--- src/rtl/game_pkg.sv ---
// Shared game constants and the one-hot game state encoding used by the
// flow controller, pipe datapath, bird and renderer blocks.
package game_pkg;

    typedef enum logic [3:0] {
        START_SCREEN = 4'b0001,
        IN_GAME      = 4'b0010,
        PAUSE        = 4'b0100,
        END_SCREEN   = 4'b1000
    } game_state_t;

    localparam int PIPE_SIZE_X  = 78;
    localparam int CENTRE       = 210;
    localparam int PIPE_SPACING = 180;

endpackage

--- src/rtl/game_flow_ctrl_if.sv ---
// Bundle of the game flow controller's frame, button, collision and pipe
// inputs together with its state/score outputs.
interface game_flow_ctrl_if #(
    parameter int NUM_PIPES = 4,
    parameter int SCORE_W   = 10
);
    logic                     frame_tick;
    logic                     flap_btn;
    logic                     pause_btn;
    logic                     collision;
    logic [NUM_PIPES*32-1:0]  pipe_x;
    logic [3:0]               game_state;
    logic                     move_tick;
    logic [SCORE_W-1:0]       score;
    logic [SCORE_W-1:0]       high_score;

    modport master (
        output frame_tick, flap_btn, pause_btn, collision, pipe_x,
        input  game_state, move_tick, score, high_score
    );

    modport slave (
        input  frame_tick, flap_btn, pause_btn, collision, pipe_x,
        output game_state, move_tick, score, high_score
    );
endinterface

--- src/rtl/btn_edge.sv ---
// Rising-edge detector for a debounced button level: a held level produces a
// single one-cycle press pulse.
module btn_edge (
    input  logic clk,
    input  logic rst,
    input  logic level,
    output logic press
);
    logic level_q;

    always_ff @(posedge clk) begin
        if (rst) level_q <= 1'b0;
        else     level_q <= level;
    end

    assign press = level & ~level_q;
endmodule

--- src/rtl/game_flow_ctrl.sv ---
// Game sequencer: one-hot state, gated move strobe, saturating score and
// session high score (high score enabled by macro GAME_HIGH_SCORE_EN).
module game_flow_ctrl
    import game_pkg::*;
#(
    parameter int NUM_PIPES       = 4,
    parameter int PIPE_W          = PIPE_SIZE_X,
    parameter int BIRD_X          = 100,
    parameter int END_HOLD_FRAMES = 60,
    parameter int SCORE_W         = 10,
    parameter int SCORE_MAX       = 999
) (
    input logic             clk,
    input logic             rst,
    game_flow_ctrl_if.slave bus
);
    localparam int CNT_W  = $clog2(NUM_PIPES + 1);
    localparam int LOCK_W = $clog2(END_HOLD_FRAMES + 1);
    localparam logic signed [31:0] PIPE_W_S = 32'(PIPE_W);
    localparam logic signed [31:0] BIRD_X_S = 32'(BIRD_X);

    function automatic logic [SCORE_W-1:0] sat_add(input logic [SCORE_W-1:0] a,
                                                   input logic [CNT_W-1:0]   b);
        logic [SCORE_W:0] sum;
        sum = {1'b0, a} + (SCORE_W+1)'(b);
        if (sum > (SCORE_W+1)'(SCORE_MAX)) return SCORE_W'(SCORE_MAX);
        return sum[SCORE_W-1:0];
    endfunction

    game_state_t        state_q, state_d;
    logic               flap_press, pause_press;
    logic               move_q;
    logic [SCORE_W-1:0] score_q;
    logic [LOCK_W-1:0]  lock_cnt_q;
    logic [NUM_PIPES-1:0] hit;
    logic [CNT_W-1:0]   hit_cnt;
    logic               enter_end;

    btn_edge u_flap_edge  (.clk(clk), .rst(rst), .level(bus.flap_btn),  .press(flap_press));
    btn_edge u_pause_edge (.clk(clk), .rst(rst), .level(bus.pause_btn), .press(pause_press));

    // A pipe scores on the frame its right edge lands exactly on the bird column.
    for (genvar i = 0; i < NUM_PIPES; i++) begin : g_cmp
        logic signed [31:0] px;
        assign px     = bus.pipe_x[32*i +: 32];
        assign hit[i] = (px + PIPE_W_S) == BIRD_X_S;
    end

    always_comb begin
        hit_cnt = '0;
        for (int i = 0; i < NUM_PIPES; i++) hit_cnt = hit_cnt + CNT_W'(hit[i]);
    end

    assign enter_end = (state_q == IN_GAME) && bus.collision;

    always_ff @(posedge clk) begin
        if (rst) state_q <= START_SCREEN;
        else     state_q <= state_d;
    end

    always_comb begin
        state_d = state_q;
        case (state_q)
            START_SCREEN: if (flap_press) state_d = IN_GAME;
            IN_GAME: begin
                if (bus.collision)    state_d = END_SCREEN;
                else if (pause_press) state_d = PAUSE;
            end
            PAUSE:        if (pause_press) state_d = IN_GAME;
            END_SCREEN:   if (flap_press && lock_cnt_q == '0) state_d = START_SCREEN;
            default:      state_d = START_SCREEN;
        endcase
    end

    always_ff @(posedge clk) begin
        if (rst) begin
            move_q     <= 1'b0;
            score_q    <= '0;
            lock_cnt_q <= '0;
        end else begin
            move_q <= bus.frame_tick && (state_q == IN_GAME);

            if (state_q == START_SCREEN && flap_press)
                score_q <= '0;
            else if (state_q == IN_GAME && bus.frame_tick && !bus.collision)
                score_q <= sat_add(score_q, hit_cnt);

            // Restart lockout counts frames, not cycles, from END_SCREEN entry.
            if (enter_end)
                lock_cnt_q <= LOCK_W'(END_HOLD_FRAMES);
            else if (state_q == END_SCREEN && bus.frame_tick && lock_cnt_q != '0)
                lock_cnt_q <= lock_cnt_q - 1'b1;
        end
    end

`ifdef GAME_HIGH_SCORE_EN
    logic [SCORE_W-1:0] high_q;

    // Collision-cycle increments are already suppressed, so score_q is final here.
    always_ff @(posedge clk) begin
        if (rst)                                high_q <= '0;
        else if (enter_end && score_q > high_q) high_q <= score_q;
    end

    assign bus.high_score = high_q;
`else
    assign bus.high_score = '0;
`endif

    assign bus.game_state = state_q;
    assign bus.move_tick  = move_q;
    assign bus.score      = score_q;
endmodule

--- src/flat_wrapper.sv ---
// flat-port wrapper written by rule: the top's interface ports become plain ports
module game_flow_ctrl_flat import game_pkg::*;
#(
    parameter int NUM_PIPES       = 4,
    parameter int PIPE_W          = PIPE_SIZE_X,
    parameter int BIRD_X          = 100,
    parameter int END_HOLD_FRAMES = 60,
    parameter int SCORE_W         = 10,
    parameter int SCORE_MAX       = 999
)
  (clk, rst, bus_frame_tick, bus_flap_btn, bus_pause_btn, bus_collision, bus_pipe_x, bus_game_state, bus_move_tick, bus_score, bus_high_score);
  game_flow_ctrl_if #(.NUM_PIPES(NUM_PIPES), .SCORE_W(SCORE_W)) bus_i ();
  input logic clk;
  input logic rst;
  input wire logic [$bits(bus_i.frame_tick)-1:0] bus_frame_tick;
  input wire logic [$bits(bus_i.flap_btn)-1:0] bus_flap_btn;
  input wire logic [$bits(bus_i.pause_btn)-1:0] bus_pause_btn;
  input wire logic [$bits(bus_i.collision)-1:0] bus_collision;
  input wire logic [$bits(bus_i.pipe_x)-1:0] bus_pipe_x;
  output wire logic [$bits(bus_i.game_state)-1:0] bus_game_state;
  output wire logic [$bits(bus_i.move_tick)-1:0] bus_move_tick;
  output wire logic [$bits(bus_i.score)-1:0] bus_score;
  output wire logic [$bits(bus_i.high_score)-1:0] bus_high_score;
  assign bus_i.frame_tick = bus_frame_tick;
  assign bus_i.flap_btn = bus_flap_btn;
  assign bus_i.pause_btn = bus_pause_btn;
  assign bus_i.collision = bus_collision;
  assign bus_i.pipe_x = bus_pipe_x;
  assign bus_game_state = bus_i.game_state;
  assign bus_move_tick = bus_i.move_tick;
  assign bus_score = bus_i.score;
  assign bus_high_score = bus_i.high_score;
  game_flow_ctrl #(.NUM_PIPES(NUM_PIPES), .PIPE_W(PIPE_W), .BIRD_X(BIRD_X), .END_HOLD_FRAMES(END_HOLD_FRAMES), .SCORE_W(SCORE_W), .SCORE_MAX(SCORE_MAX)) u_core (.clk(clk), .rst(rst), .bus(bus_i));
endmodule
--- config.mk ---
export PLATFORM = sky130hd
export DESIGN_NAME = game_flow_ctrl_flat
export DESIGN_NICKNAME = d
export VERILOG_FILES = /design/src/rtl/game_pkg.sv /design/src/rtl/game_flow_ctrl_if.sv /design/src/rtl/btn_edge.sv /design/src/rtl/game_flow_ctrl.sv /design/src/flat_wrapper.sv
export SDC_FILE = /design/constraint.sdc
export NUM_CORES = 1
export LEC_CHECK = 0
export ABC_AREA = 1
export BUFFER_PORTS_ARGS = -buffer_cell sky130_fd_sc_hd__buf_2
export CAP_MARGIN = 20
export CORE_UTILIZATION = 50
export DETAILED_ROUTE_END_ITERATION = 7
export PLACE_DENSITY = 0.78
export SETUP_SLACK_MARGIN = 0.3
export SLEW_MARGIN = 30
export SYNTH_ARGS = -nofsm -noshare
export SYNTH_HDL_FRONTEND = slang
export SYNTH_SLANG_ARGS = --single-unit
--- constraint.sdc ---
create_clock -name clk -period 10.44 [get_ports clk]
set_clock_uncertainty 0.05 [all_clocks]
set_input_delay 0.522 -clock clk [delete_from_list [all_inputs] [get_ports clk]]
set_output_delay 0.522 -clock clk [all_outputs]
set_load 0.005 [all_outputs]
Word level (Yosys, flattened, before mapping)
Index checks and enable logic that the tools add are counted.
{"block": "totals", "register_bits": 23, "latchBits": 0, "ramBits": 0, "romBits": 0, "output_inout_bits": 25, "mem_count": 0}
{"block": "op_classes", "n_addsub": 9, "n_mul": 0, "div": 0, "n_lt_le_gt_ge": 1, "n_eq_ne": 12, "shift": 0, "n_mux": 14, "bitwise_logic": 4, "reduce_logical": 14}
{"operator": "32-bit by 8-bit adder with 32-bit output, second input constant", "n": 4}
{"operator": "32-bit by 8-bit == test with 1-bit output, second input constant", "n": 4}
{"operator": "10-bit 2-to-1 mux", "n": 2}
{"operator": "4-bit 2-to-1 mux", "n": 5}
{"operator": "4-bit one-hot mux with 4 select lines", "n": 1}
{"operator": "6-bit 2-to-1 mux", "n": 2}
{"operator": "10-bit by 3-bit adder with 11-bit output", "n": 1}
{"operator": "11-bit by 10-bit greater-than comparator with 1-bit output, second input constant", "n": 1}
{"operator": "1-bit logical AND", "n": 7}
{"operator": "3-bit by 1-bit adder with 3-bit output", "n": 2}
{"operator": "6-bit logical NOT", "n": 1}
{"operator": "2-bit by 1-bit inequality test with 1-bit output, second input constant", "n": 3}
{"operator": "6-bit nonzero test", "n": 1}
{"operator": "6-bit by 1-bit subtractor with 6-bit output, second input constant", "n": 1}
{"operator": "4-bit by 1-bit == test with 1-bit output, second input constant", "n": 1}
{"operator": "4-bit by 2-bit == test with 1-bit output, second input constant", "n": 1}
{"operator": "4-bit by 3-bit == test with 1-bit output, second input constant", "n": 1}
{"operator": "4-bit == test, second input constant", "n": 1}
{"operator": "1-bit 2-to-1 mux", "n": 4}
{"operator": "4-bit AND reduction", "n": 1}
{"operator": "2-bit OR reduction", "n": 2}
{"operator": "3-bit by 2-bit inequality test with 1-bit output, second input constant", "n": 1}
{"operator": "1-bit by 1-bit adder with 2-bit output", "n": 1}
{"operator": "1-bit AND", "n": 2}
{"operator": "3 further kinds", "n": 4}

Depth between registers and ports, before layout
Gate-level depths: netlist of run 1.
{"block": "logic_depth", "word_depth": 12, "mapped_depth": 31, "mapped_depth_nobuf": 31}

Hierarchy
From an unflattened synthesis of run 1, not the netlist that was laid out.
{"block": "hier_totals", "hier_cells": 948, "area_unflattened_um2": 4899.7}
{"module": "game_flow_ctrl", "instances": 1, "cells_per_inst": 940, "area_each_um2": 4837.1}
{"module": "btn_edge", "instances": 2, "cells_per_inst": 4, "area_each_um2": 31.3}

Worst setup path before layout of run 1
OpenSTA, ideal clock, no wires.
{"block": "synth_timing", "kind": "input port to flip-flop", "from": "input bus_pipe_x[1]", "to": "register u_core.score_q[7] (netlist: u_core.bus.score[7])", "t_arrival_ns": 4.031, "slack_ns": 6.244, "cell_stages": 26, "n_path_buf": 0, "path_cell_list": "inv_1 -> ha_1 -> inv_1 -> nor2_1 -> o21ai_1 -> nand2_2 -> nor2_1 -> a21oi_1 -> nor2_1 -> nand2_1 -> nor2_1 -> nand3_1 -> nor2_1 -> ha_1 -> fa_1 -> ha_1 -> ha_1 -> nand3_1 -> nand3_1 -> nand2_1 -> nor2_1 -> xor2_1 -> nor2_1 -> nand2_1 -> nand2_1 -> o21a_1"}
{"block": "synth_via", "elab_chain_len": 12}
{"item": "from (decl)", "line": "flat_wrapper.sv:19", "text": "input wire logic [$bits(bus_i.pipe_x)-1:0] bus_pipe_x;"}
{"item": "32-bit by 8-bit adder with 32-bit output *", "line": "game_flow_ctrl.sv:46", "text": "assign hit[i] = (px + PIPE_W_S) == BIRD_X_S;"}
{"item": "32-bit by 8-bit == test with 1-bit output *", "line": "game_flow_ctrl.sv:46"}
{"item": "1-bit by 1-bit adder with 2-bit output *", "line": "game_flow_ctrl.sv:51", "text": "for (int i = 0; i < NUM_PIPES; i++) hit_cnt = hit_cnt + CNT_W'(hit[i]);"}
{"item": "3-bit by 1-bit adder with 3-bit output * (2 in series)", "line": "game_flow_ctrl.sv:51"}
{"item": "10-bit by 3-bit adder with 11-bit output *", "line": "game_flow_ctrl.sv:25", "text": "sum = {1'b0, a} + (SCORE_W+1)'(b);"}
{"item": "11-bit by 10-bit greater-than comparator with 1-bit output", "line": "game_flow_ctrl.sv:26", "text": "if (sum > (SCORE_W+1)'(SCORE_MAX)) return SCORE_W'(SCORE_MAX);"}
{"item": "1-bit 2-to-1 mux", "line": "game_flow_ctrl.sv:26"}
{"item": "1-bit 2-to-1 mux", "line": "game_flow_ctrl.sv:85", "text": "else if (state_q == IN_GAME && bus.frame_tick && !bus.collision)"}
{"item": "1-bit 2-to-1 mux", "line": "game_flow_ctrl.sv:83", "text": "if (state_q == START_SCREEN && flap_press)"}
{"item": "1-bit 2-to-1 mux", "line": "game_flow_ctrl.sv:76", "text": "if (rst) begin"}
{"item": "10-bit 2-to-1 mux *", "line": "game_flow_ctrl.sv:27", "text": "return sum[SCORE_W-1:0];"}
{"item": "to (signal assigned)", "line": "game_flow_ctrl.sv:86", "text": "score_q <= sat_add(score_q, hit_cnt);"}
{"item": "to (decl)", "line": "game_flow_ctrl.sv:33", "text": "logic [SCORE_W-1:0] score_q;"}
Every way passes the cells marked *; elsewhere a longest branch is shown, timed or not. The select of a mux whose other input is x is not followed.
A chain may end at the register's enable or synchronous reset.

Final worst setup path of run 1
{"block": "layout_timing", "from": "input bus_pipe_x[1]", "to": "register u_core.score_q[6] (netlist: u_core.bus.score[6])"}
Same word-level chain as after synthesis.

==> flow_summary.json, run 1 <==
{
  "vias": 6781,
  "required_ns": 10.55,
  "leakagePower_nw": 3.31,
  "min_period_ns": 4.50,
  "rsz0062_at_grt": "no",
  "gp_congestion": 0.987,
  "dpl.hpwl_um": 12700,
  "drc_errors": 0,
  "cts_resized": 0,
  "synth_cell_types": 40,
  "async_flop_share_pct": 0,
  "finalPower_mw": 0.333,
  "cp.arrival_ns": 4.61,
  "cts_tree": "built",
  "max-clock-path-buffers": 2,
  "grt_max_degree": 14,
  "nets": 1350,
  "hp-class": "register to register",
  "via_per_inst": 5.07,
  "path_class": "input port to register",
  "hold_path_end": "u_core.lock_cnt_q[0]",
  "relSlewSlack_pct": 51.8,
  "grt_use_total_pct": 26.9,
  "design_area_um2": 6180,
  "outcome": "complete, no violations",
  "start_util_pct": 51.3,
  "r2r_cells": 10,
  "start_kind": "input port",
  "grt_pass1_wl_um": 25400,
  "synth_area_um2": 5280,
  "fin_crit_sh_pct": 43.1,
  "syn_area_per_cell_um2": 5.00,
  "power_density_nw_per_um2": 53.8,
  "clockRootBuffer": "clkbuf_8",
  "synth_top_area_cell": "nand2_1",
  "io_buffers": 148,
  "crit_buf_inv": 4,
  "yosysWarnings": 0,
  "yosys-top-cells-area": "nand2_1, inv_1, nor2_1",
  "drtPass1Iterations": 5,
  "timing.rr.start": "u_core.bus.score[0]",
  "place_area_um2": 6130,
  "die-area_um2": 11000,
  "fin_util_pct": 60.1,
  "startpoint": "bus_pipe_x[1]",
  "wl_um": 14800,
  "htree_levels": 1,
  "cts_buffers": 3,
  "timing.hold.ws_ns": 0.410,
  "antenna_found_initial": 0,
  "r2r_slack_ns": 8.32,
  "clock_latency_ns": 0.26,
  "slowest_stage": "fa_1",
  "ys_dominant_reg_cell": "dfxtp_1",
  "core_um2": 10300,
  "cap_viol_max_count": 0,
  "max_stage_delay_ns": 0.40,
  "crit_family": "simple AND/OR/NAND/NOR gates",
  "worst_slew_pin_slew_ns": 0.719,
  "tns_ns": 0,
  "synth_edf_count": 0,
  "ant_nets": 0,
  "die_w_um": 105,
  "fmax_ghz": 0.222,
  "synth.top_cell.area_share_pct": 25.2,
  "hold_viol": 0,
  "finalSetupViolCount": 0,
  "synth_seq_cells": 23,
  "clock_sinks": 23,
  "drt_iter0_drc": 502,
  "post_cts_buffers": 0,
  "path_clk_slew_ns": 0.08,
  "cp-end-kind": "register",
  "ir_worst_vdd_mv": 0.107,
  "hold_buffers": 0,
  "antenna_cells": 0,
  "min_from": "u_core.lock_cnt_q[0]",
  "grt_pass1_vias": 6050,
  "crit_fanout": 6,
  "num_rows": 37,
  "rr_endpoint": "u_core.bus.score[6]",
  "io_pins": 159,
  "syn_to_final_growth_pct": 17.1,
  "final_layout_size_suffix_gt1_share_pct": 18.1,
  "maxSlewViolCount": 0,
  "hold_path_depth": 2,
  "synth_seq_area_share_pct": 8.73,
  "gr-total-overflow": 0,
  "post_drt_wl_per_cell_um": 11.0,
  "synthCells": 1054,
  "fp.dieH_um": 105
}
## layer usage
layer	up-vias	part of all wire (%)	global-route usage, %
li1	3594	-	-
met1	2924	46	34.9
met2	244	46	48.5
met3	19	6.3	2.18
met4	0	1.2	5.03
met5	-	0	0
## power breakdown
group	switching (mW)	internal, mW	leakage (nW)
sequential	0.00934	0.0962	0.187
clock	0.0271	0.0266	0.0255
combinational	0.111	0.0622	3.10
total	0.147	0.185	3.31
## cells in the mapped netlist, drive strengths merged (6+ instances only)
library cell	number
buf	11
inv	180
xor2	15
dfxtp	23
nand2	368
or2	6
nand3	82
nand4	37
xnor2	8
nor3	27
nand3b	26
a21oi	25
ha	11
o21ai	33
nor2	179
## final cells by class
type	instances	area [um2]
multi-input combinational	846	4080
clock inverter	1	5.00
clock buffer	3	41.3
timing repair buffer	148	741
fill	1100	4100
sequential	23	460
tap	136	170
inverter	181	679
## cell families after synthesis
group | Yosys count | share of synthesized area [%]
xor gates and xnor gates | 23 | 3.82
buffers and inverters | 194 | 14.6
adders and majority gates | 13 | 3.37
and+or+nand+nor | 729 | 62.0
AOI/OAI and AO/OA | 71 | 7.45
DFF | 23 | 8.73
other | 1 | 0.0711
## worst min-delay path: cells and delay by family, from the launching register on
kind / cells / cell delay, ns
compound gates: 1 / 0.05
simple gates: 1 / 0.06
flops: 1 / 0.31
## layout by cell type (no fill, tap or decap), drive strengths merged, types with 2 or more instances in the layout
cell    netlist  layout
nand2       368     368
inv         180     180
nor2        179     179
buf          11     148
nand3        82      82
nand4        37      37
o21ai        33      33
nor3         27      27
nand3b       26      26
a21oi        25      25
dfxtp        23      23
xor2         15      15
ha           11      11
conb          1      10
xnor2         8       8
or2           6       6
a31oi         4       4
clkbuf        2       3
and3          2       2
a221oi        2       2
a211oi        2       2
fa            2       2
clkinv        1       2
o31ai         2       2
## stage by stage
| stage | std cells | setup WS [ns] |
|---|---|---|
| floorplan | 1063 | 6.24 |
| global placement | 1334 | 5.77 |
| detailed placement | 1334 | 5.66 |
| CTS | 1338 | 5.93 |
| global route | 1338 | 5.47 |
| finish | 1338 | 5.94 |
## how the worst max path moves through the flow
stage	end	cells past startpoint	slack, ns
after CTS	u_core.bus.score[1]	26	5.93
after global placement	u_core.bus.score[7]	25	5.77
after floorplan	u_core.bus.score[7]	26	6.24
final	u_core.bus.score[6]	28	5.94
after global routing	u_core.bus.score[2]	28	5.47
after detailed placement	u_core.bus.score[6]	26	5.66
## registers in the layout, indices dropped and copies added (netlist names)
register                     flops
u_core.bus.move_tick             1
u_core.bus.game_state            4
u_core.u_flap_edge.level_q       1
u_core.u_pause_edge.level_q      1
u_core.bus.score                10
u_core.lock_cnt_q                6
Power figures use the tool's default switching activity.
==> inputs of run 2 (changes only) <==
- clock period: 10.44 -> 4.2 ns (I/O delays scaled with it)
==> run 2 against run 1 <==
Effect of this change:
- clock power rose by 150%
- power rose to 2.6 times the previous value
- sequential share of layout area is 0.70 points lower
- register-to-register slack lost 6.2 ns
- non-clock buffer count increased by 20
- cell area is 10% higher
- setup slack got worse by 5.6 ns
- critical path depth up 2
- clock-buffer cell count grew 1
- sequential cell count stayed put
- global-route usage is 0.25 points higher
- largest cell class unchanged
==> flow_summary.json, run 2 (same netlist as run 1, synthesis figures left out) <==
{
  "outcome": "complete, no violations",
  "fin_crit_sh_pct": 92.1,
  "detailedPlace.worstSlack_ns": -0.241,
  "clock_sinks": 23,
  "hp-class": "input port to register",
  "largest_register_ffs": 10,
  "cap_viol_max_count": 0,
  "antenna_found_initial": 0,
  "cts_tree": "built",
  "rsz0062_at_grt": "yes",
  "clockRootBuffer": "clkbuf_8",
  "power_density_nw_per_um2": 128,
  "clock_latency_ns": 0.26,
  "required_ns": 4.24,
  "layout_commonest_cell": "nand2_1",
  "start_kind": "input port",
  "htree_levels": 1,
  "grt_use_total_pct": 27.1,
  "via_per_inst": 5.16,
  "slowest_stage": "fa_2",
  "fmax_ghz": 0.258,
  "cp-end-kind": "register",
  "post_drt_wl_per_cell_um": 11.7,
  "grt_max_degree": 13,
  "antenna_cells": 0,
  "ant_nets": 0,
  "gp_congestion": 0.977,
  "ir_worst_vdd_mv": 0.202,
  "path_class": "input port to register",
  "max-clock-path-buffers": 2,
  "nets": 1370,
  "fp.dieH_um": 105,
  "drc_errors": 0,
  "dpl.hpwl_um": 12900,
  "io_buffers": 148,
  "drt_iter0_drc": 474,
  "relSlewSlack_pct": 34.2,
  "core_um2": 10300,
  "grt_pass1_wl_um": 25600,
  "finalSetupViolCount": 0,
  "gr-total-overflow": 0,
  "timing.hold.ws_ns": 0.116,
  "crit_fanout": 6,
  "drtPass1Iterations": 8,
  "die-area_um2": 11000,
  "min_period_ns": 3.87,
  "start_util_pct": 51.3,
  "grt_pass1_vias": 6066,
  "num_rows": 37,
  "path_clk_slew_ns": 0.07,
  "max_stage_delay_ns": 0.59,
  "cp.arrival_ns": 3.91,
  "vias": 7002,
  "maxSlewViolCount": 0,
  "wl_um": 15800,
  "io_pins": 159,
  "worst_slew_pin_slew_ns": 0.981,
  "die_w_um": 105,
  "layout_common_cells": "nand2_1, inv_1, buf_2",
  "hold_viol": 0,
  "leakagePower_nw": 3.47,
  "setup_slack_ns": 0.331,
  "final_layout_size_suffix_gt1_share_pct": 26.2,
  "cts_buffers": 3,
  "syn_to_final_growth_pct": 29.3
}
-- run 2: critical path: cells and delay by family --
family                     cells  cell delay, ns
AOI/OAI and AO/OA              2            0.26
adders and majority gates      5            1.32
buffers and inverters          3            0.24
and+or+nand+nor               20            1.87
-- run 2: layer usage --
| metal | track usage, % | routed length, um | up-vias | share of wire (%) |
|---|---|---|---|---|
| met5 | 0 | 0 | - | 0 |
| met4 | 5.63 | 265 | 0 | 1.7 |
| met3 | 2.06 | 940 | 32 | 5.9 |
| met2 | 48.6 | 7570 | 260 | 48 |
| met1 | 35.4 | 7070 | 3079 | 45 |
| li1 | - | - | 3631 | - |
-- run 2: worst paths after layout --
check,to,slack (ns),startpoint,cells after the start
hold reg to reg,u_core.lock_cnt_q[0],0.42,u_core.lock_cnt_q[0],2
setup reg to reg,u_core.bus.score[3],2.11,u_core.bus.score[0],13
setup / recovery,u_core.bus.score[3],0.33,bus_pipe_x[34],30
hold / removal,u_core.u_flap_edge.level_q,0.12,bus_flap_btn,3
-- run 2: repair_timing --
item | in CTS | in global routing
pin swaps | 2 | 61
setup endpoints to repair | 10 | 10
hold buffers | 0 | 0
gates resized for setup | 8 | 120
buffers inserted | 1 | 9
-- run 2: through the flow --
step / setup TNS, ns / util (%) / std cells / power (mW) / cell area (um2)
global placement: -0.630 / 60.4 / 1344 / 0.686 / 6200
finish: 0 / 66.4 / 1358 / 0.873 / 6820
CTS: 0 / 61.2 / 1349 / 0.826 / 6290
global route: 0 / 66.4 / 1358 / 0.946 / 6820
floorplan: 0 / - / 1063 / 0.522 / 5310
detailed placement: -1.78 / 60.4 / 1344 / 0.692 / 6200
-- run 2: layout make-up --
cell class / instances / area [um2]
Clock buffer: 4 / 45.0
Multi-Input combinational cell: 846 / 4520
Timing Repair Buffer: 168 / 933
Inverter: 181 / 689
Sequential cell: 23 / 460
Tap cell: 136 / 170
Fill cell: 1006 / 3460
-- run 2: report_power, final --
group          switching (mW)  internal [mW]
Sequential             0.0238          0.239
Clock                  0.0648         0.0675
Combinational           0.299          0.178
Total                   0.388          0.485
==> inputs of run 3 (changes only) <==
- CORE_UTILIZATION: 50 -> 45
- PLACE_DENSITY: 0.78 -> 0.71
==> run 3 against run 2 <==
Effect of this change:
- clock power rose by 61%
- register-to-register slack improved by 0.09 ns
- final cell count is 0.81% higher
- sequential cell count stayed put
- hold slack better by 0.024 ns
- power rose by 7.3%
- routed wire length grew 0.64%
==> flow_summary.json, run 3 (same netlist as run 1, synthesis figures left out) <==
{
  "outcome": "complete, no violations",
  "slowest_stage": "fa_2",
  "layout_commonest_cell": "nand2_1",
  "max-clock-path-buffers": 2,
  "cap_viol_max_count": 0,
  "grt_pass1_vias": 5777,
  "top_layer": "met4",
  "fmax_ghz": 0.264,
  "largest_register_ffs": 10,
  "drt_iter0_drc": 706,
  "gr-total-overflow": 0,
  "htree_levels": 1,
  "finalSetupViolCount": 0,
  "io_pins": 159,
  "antenna_cells": 0,
  "tns_ns": 0,
  "rsz0062_at_grt": "yes",
  "max_stage_delay_ns": 0.56,
  "grt_pass1_wl_um": 24800,
  "start_util_pct": 46.2,
  "fin_util_pct": 58.4,
  "dpl.hpwl_um": 13200,
  "post_drt_wl_per_cell_um": 11.6,
  "crit_fanout": 6,
  "final_layout_size_suffix_gt1_share_pct": 24.1,
  "min_period_ns": 3.79,
  "die-area_um2": 12200,
  "path_clk_slew_ns": 0.06,
  "regArea_um2": 460,
  "fin_crit_sh_pct": 90.2,
  "crit_buf_inv": 2,
  "wl_um": 15900,
  "ir_worst_vdd_mv": 0.316,
  "grt_max_degree": 13,
  "grt_use_total_pct": 24.9,
  "core_um2": 11400,
  "power_density_nw_per_um2": 140,
  "num_rows": 39,
  "multi_input_area_um2": 4320,
  "cp-end-kind": "register",
  "cp.arrival_ns": 3.95,
  "path_class": "input port to register",
  "wl_met3_um": 896,
  "met1Wirelength_um": 7340,
  "maxSlewViolCount": 0,
  "leakagePower_nw": 3.47,
  "hold_viol": 0,
  "gp_congestion": 1.02,
  "num-fill-cells": 1200,
  "nets": 1374,
  "die_w_um": 110,
  "syn_to_final_growth_pct": 26.5,
  "relSlewSlack_pct": 50.7,
  "clock_latency_ns": 0.26,
  "hp-class": "input port to register",
  "drtPass1Iterations": 5,
  "worst_slew_pin_slew_ns": 0.736,
  "drc_errors": 0,
  "cts_tree": "built",
  "via_per_inst": 5.05,
  "ant_nets": 0,
  "crit_family": "simple AND/OR/NAND/NOR gates",
  "start_kind": "input port",
  "clock_sinks": 23,
  "clockRootBuffer": "clkbuf_16",
  "io_buffers": 148,
  "vias": 6910,
  "wl_met2_um": 7500,
  "fp.dieH_um": 110,
  "cts_buffers": 3,
  "antenna_found_initial": 0,
  "layout_common_cells": "nand2_1, inv_1, buf_2",
  "required_ns": 4.36
}
## run 3: layer usage
| metal | track usage [%] | up-vias |
|---|---|---|
| li1 | - | 3641 |
| met1 | 33.1 | 3004 |
| met2 | 43.7 | 241 |
| met3 | 2.12 | 24 |
| met4 | 5.08 | 0 |
| met5 | 0 | - |
## run 3: repair_timing
action / 4_1_cts / 5_1_grt
pin swaps: 0 / 46
setup endpoints to repair: 8 / 10
gates cloned: 0 / 0
hold buffers: 0 / 0
resized for setup: 9 / 69
buffers inserted: 0 / 3
endpoints found under the hold margin: 0 / 0
## run 3: final cells by class
type,instances,share of cell area (%)
Inverter,181,10.3
Tap cell,143,2.68
Sequential cell,23,6.90
Timing Repair Buffer,172,14.2
Clock buffer,4,1.18
Multi-Input combinational cell,846,64.8
## run 3: path summary, 6_finish.rpt
| path | end | cells past startpoint | slack [ns] | start |
|---|---|---|---|---|
| worst min-delay path | u_core.u_flap_edge.level_q | 3 | 0.14 | bus_flap_btn |
| worst max-delay path | u_core.bus.score[7] | 27 | 0.41 | bus_pipe_x[34] |
| worst max register to register | u_core.bus.score[7] | 11 | 2.20 | u_core.bus.score[0] |
| worst min register to register | u_core.lock_cnt_q[0] | 2 | 0.42 | u_core.lock_cnt_q[0] |
## run 3: metrics by stage
stage | setup WS (ns) | power, mW | std cells | cell area, um2 | hold slack (ns)
6_report | 0.411 | 0.936 | 1369 | 6670 | 0.140
5_1_grt | 0.181 | 1.02 | 1369 | 6670 | 0.165
4_1_cts | 0.316 | 0.912 | 1366 | 6430 | 0.141
3_5_place_dp | -0.157 | 0.699 | 1362 | 6300 | 0.406
3_3_place_gp | -0.0392 | 0.694 | 1362 | 6300 | 0.392
2_1_floorplan | 0.316 | 0.522 | 1063 | 5310 | 0.280
## run 3: worst min-delay path: stages
cell	delay, ns
buf_2	0.09
inv_1	0.04
nor2_1	0.08
## run 3: power breakdown
part | leakage (nW) | switching [mW] | internal [mW]
Combinational | 3.25 | 0.286 | 0.174
Clock | 0.0382 | 0.0829 | 0.130
Sequential | 0.187 | 0.0244 | 0.240
Total | 3.47 | 0.393 | 0.543
